File: config.mk
export PLATFORM = sky130hd
export DESIGN_NAME = sprite_line_ctrl
export DESIGN_NICKNAME = d
export VERILOG_FILES = /design/src/rtl/sprite_line_ctrl.sv
export SDC_FILE = /design/constraint.sdc
export NUM_CORES = 1
export LEC_CHECK = 0
export ABC_AREA = 1
export ABC_CLOCK_PERIOD_IN_PS = 2270
export CORE_MARGIN = 2
export CORE_UTILIZATION = 49
export DETAILED_ROUTE_END_ITERATION = 16
export PLACE_DENSITY = 0.76
export SLEW_MARGIN = 20
export SYNTH_ARGS = -nofsm -noshare
export SYNTH_HDL_FRONTEND = slang
export SYNTH_SLANG_ARGS = --single-unit
File: constraint.sdc
create_clock -name clk -period 2.27 [get_ports clk]
set_input_delay 0.227 -clock clk [delete_from_list [all_inputs] [get_ports clk]]
set_output_delay 0.227 -clock clk [all_outputs]
set_load 0.05 [all_outputs]
File: src/rtl/sprite_line_ctrl.sv
// Sprite scanline controller: fetches the next bitmap row during horizontal blanking
// and shifts it out one pixel per clock at the sprite's X position.
module sprite_line_ctrl #(
  parameter int H_ACTIVE = 640,
  parameter int V_ACTIVE = 480,
  parameter int V_TOTAL  = 525,
  parameter int SPR_W    = 32,
  parameter int SPR_H    = 16
) (
  input  logic             clk,
  input  logic             rst_n,
  input  logic [9:0]       hcount,
  input  logic [9:0]       vcount,
  input  logic [9:0]       pos_x,
  input  logic [9:0]       pos_y,
  input  logic             pos_we,
  output logic [3:0]       rom_addr,
  input  logic [SPR_W-1:0] rom_data,
  output logic             sprite_pix,
  output logic             sprite_hit
);

  localparam int CW = $clog2(SPR_W);
  localparam logic [9:0] H_END    = 10'(H_ACTIVE);
  localparam logic [9:0] H_LAST   = 10'(H_ACTIVE - 1);
  localparam logic [9:0] V_END    = 10'(V_ACTIVE);
  localparam logic [9:0] V_LAST   = 10'(V_TOTAL - 1);
  localparam logic [9:0] SPR_ROWS = 10'(SPR_H);
  localparam logic [CW-1:0] CNT_LAST = CW'(SPR_W - 1);

  localparam logic [2:0] IDLE   = 3'd0;
  localparam logic [2:0] FETCH  = 3'd1;
  localparam logic [2:0] LATCH  = 3'd2;
  localparam logic [2:0] WAIT_X = 3'd3;
  localparam logic [2:0] SHIFT  = 3'd4;

  logic [2:0]       state;
  logic [9:0]       pend_x, pend_y, act_x, act_y;
  logic [9:0]       nv, r;
  logic             spr_line, frame_start;
  logic [SPR_W-1:0] line_buf, shifter;
  logic             line_buf_valid;
  logic [CW-1:0]    cnt;

  // Row offset wraps mod 1024, so a sprite near the bottom never leaks into line 0.
  always_comb begin
    nv          = (vcount == V_LAST) ? 10'd0 : vcount + 10'd1;
    r           = nv - act_y;
    spr_line    = (r < SPR_ROWS) && (nv < V_END);
    frame_start = (hcount == 10'd0) && (vcount == 10'd0);
  end

  always_ff @(posedge clk) begin
    if (!rst_n) begin
      pend_x <= '0;
      pend_y <= '0;
      act_x  <= '0;
      act_y  <= '0;
    end else begin
      if (pos_we) begin
        pend_x <= pos_x;
        pend_y <= pos_y;
      end
      if (frame_start) begin
        act_x <= pend_x;
        act_y <= pend_y;
      end
    end
  end

  // The first pixel is emitted straight from line_buf so column h appears one cycle after hcount==h.
  always_ff @(posedge clk) begin
    if (!rst_n) begin
      state          <= IDLE;
      rom_addr       <= '0;
      line_buf       <= '0;
      line_buf_valid <= 1'b0;
      shifter        <= '0;
      cnt            <= '0;
      sprite_hit     <= 1'b0;
      sprite_pix     <= 1'b0;
    end else begin
      sprite_hit <= 1'b0;
      sprite_pix <= 1'b0;
      case (state)
        IDLE: begin
          if (hcount == H_END) begin
            if (spr_line) state <= FETCH;
            else          line_buf_valid <= 1'b0;
          end
        end
        FETCH: begin
          rom_addr <= r[3:0];
          state    <= LATCH;
        end
        LATCH: begin
          line_buf       <= rom_data;
          line_buf_valid <= 1'b1;
          state          <= WAIT_X;
        end
        WAIT_X: begin
          if (hcount == H_END) begin
            if (spr_line) begin
              state <= FETCH;
            end else begin
              line_buf_valid <= 1'b0;
              state          <= IDLE;
            end
          end else if (hcount < H_END && hcount == act_x && line_buf_valid) begin
            sprite_hit <= 1'b1;
            sprite_pix <= line_buf[0];
            shifter    <= line_buf >> 1;
            cnt        <= CW'(1);
            state      <= (hcount == H_LAST) ? IDLE : SHIFT;
          end
        end
        SHIFT: begin
          sprite_hit <= 1'b1;
          sprite_pix <= shifter[0];
          shifter    <= shifter >> 1;
          cnt        <= cnt + CW'(1);
          if (cnt == CNT_LAST || hcount == H_LAST) state <= IDLE;
        end
        default: state <= IDLE;
      endcase
    end
  end

endmodule
==> metrics.csv <==
metric;value;unit
status;completed;
clock-root-buffer;clkbuf_16;
ff2ff_path_depth;16;
rows;39;
ys_seq_elements;118;
drtAntennaViolNets;0;
grt_max_degree;82;
relSlewSlack;60.0;%
ir_worst_vdd;457;µV
avgViaCountPerCell;5.34;
die_area;12500;µm²
grt_pass1_vias;5429;
maxSlewViolCount;0;
synth_top_cells_by_count;dfxtp_1, inv_1, o21ai_0, nand2_1, nor2_1;
power.leakage;3.12;nW
synth_edf_count;0;
cts_sinks;118;
first_pass_iters;6;
clock_skew;0.0134;ns
layout-drive-gt1-share;22.3;%
ctsLongestPathBuffers;2;
placedCellCount;1001;
post-synth-top-count-cell;dfxtp_1;
yosysTopAreaCellShare;41.5;%
syn_area;5690;µm²
cp.arrival;2.45;ns
final_cells;1048;
ys_seq_area_share;41.5;%
grt_overflow_total;0;
rsz0062_at_grt;yes;
diodes;0;
routedWlPerCell;14.5;µm
max_freq;0.473;GHz
fill_cells;873;
yosysTopAreaCell;dfxtp_1;
r2r-start;act_y[0];
grt_usage;24.3;%
ys_types;40;
worstHoldPathType;in2reg;
setup_ws;0.157;ns
htreeDepth;4;
hold_start;rst_n;
synthesis.instances;768;
cap_violations;0;
pre_cts_slack;-0.798;ns
antenna_found_initial;0;
nets;982;
area_growth;37.7;%
core_area;11400;µm²
ys_top_cells_by_area;dfxtp_1, o21ai_0, inv_1;
critPathLaunchType;primary input;
cts_hold_buf;0;
yosys_warnings;0;
hold_ws;0.179;ns
end_kind;flip-flop;
ys.flop_type;dfxtp_1;
critPathRequiredTime;2.61;ns
cts_tree;yes;
cp_max_fo;4;
die_h;112;µm
cts_inserted_buffers;17;
setup_violations;0;
syn_nets;857;
io_pins;81;
drt_iter0_markers;308;
route.final.wire_length;15.2;mm
drc_errors;0;
clk_pin_slew;0.06;ns
setup.worst_path.class;in2reg;
portBuffers;80;
avgSynthCellArea;7.41;µm²
start_util;50.1;%
place_congestion;0.883;
grt_pass1_wl;24.9;mm
whs_path_depth;3;
finalHoldViolCount;0;
num_vias;5592;
cp-startpoint;vcount[4];
synth-async-reset-ratio;0;%
worst_pin_slew;0.599;ns
period_needed;2.11;ns
die_w;112;µm
post-route-period-util;93.1;%
finish.utilization;69.0;%
worstSkewPairLatency;0.41;ns
p_per_area;677;nW/µm²
dp_hpwl;10.2;mm
==> path summary, 6_finish.rpt <==
| kind | endpoint | slack, ns |
|---|---|---|
| setup / recovery | state[0] | 0.16 |
| hold / removal | line_buf[11] | 0.18 |
| setup reg to reg | state[0] | 0.23 |
| hold reg to reg | line_buf[0] | 0.45 |
==> flip-flops by register name, indices dropped and copies added (netlist names) <==
name / cells
act_y: 10
shifter: 31
state: 3
sprite_pix: 1
sprite_hit: 1
line_buf: 32
pend_x: 10
line_buf_valid: 1
act_x: 10
rom_addr: 4
cnt: 5
pend_y: 10
==> layer usage <==
metal	global-route usage, %	up-vias	routed length [µm]
met1	30.6	2617	6670
li1	-	2772	-
met5	0	-	0
met4	10.1	0	434
met3	4.95	37	663
met2	40.6	166	7430
==> cells by family after synthesis <==
logic type | synth area share, %
AOI/OAI and AO/OA | 22.9
and+or+nand+nor | 21.0
xor gates and xnor gates | 0.769
buffers and inverters | 10.6
adders and majority gates | 3.21
DFF | 41.5
==> layout make-up <==
| cell class | instances | area, µm² | area share, % |
|---|---|---|---|
| well taps | 143 | 179 | 2.28 |
| multi-input cells | 502 | 2980 | 38.0 |
| inverters | 112 | 433 | 5.52 |
| repair buffers | 142 | 1290 | 16.5 |
| flip-flops and latches | 118 | 2360 | 30.1 |
| clock inverters | 11 | 125 | 1.60 |
| clock buffers | 20 | 467 | 5.95 |
==> through the flow <==
stage	cell area, µm²	power, mW	TNS (ns)
after global placement	6890	2.62	-2.37
after CTS	7660	5.27	0
final	7840	5.31	0
after global routing	7840	5.49	-0.0661
after detailed placement	6890	2.63	-2.79
after floorplan	5700	2.38	0
==> cells in the final DEF (no fill, tap or decap), drive strengths merged, types with 13 or more instances in the layout <==
| cell | n |
|---|---|
| dfxtp | 118 |
| inv | 112 |
| o21ai | 108 |
| nor2 | 108 |
| nand2 | 108 |
| clkdlybuf4s50 | 69 |
| a21oi | 67 |
| buf | 67 |
| a211oi | 29 |
| clkbuf | 25 |
| nand3 | 23 |
| ha | 13 |
==> worst max-delay path, stage by stage <==
cell and delay (ns):
clkbuf_2 0.13, buf_4 0.14, nand2_2 0.10, nor2_4 0.13, nand3_1 0.10, nand2_1 0.13
inv_1 0.09, ha_4 0.24, nand2_2 0.10, inv_1 0.05, a21oi_1 0.19, nand3b_1 0.10
nand2_1 0.08, nand2_2 0.07, nor2_4 0.13, nand3_4 0.09, nand2_2 0.08, nand3_2 0.05
nor2_1 0.09, nor2_1 0.05, nor2_1 0.08
==> power breakdown <==
| part | internal (mW) | switching, mW | total, mW |
|---|---|---|---|
| clock network | 1.70 | 0.946 | 2.64 |
| logic | 0.278 | 0.282 | 0.561 |
| registers | 2.10 | 0.0120 | 2.11 |
==> what timing repair did <==
item / CTS / global route
gates resized for setup: 50 / 52
buffers inserted: 12 / 5
pin swaps: 18 / 27
endpoints found under the setup margin: 3 / 3
(Power assumes the default switching activity.)
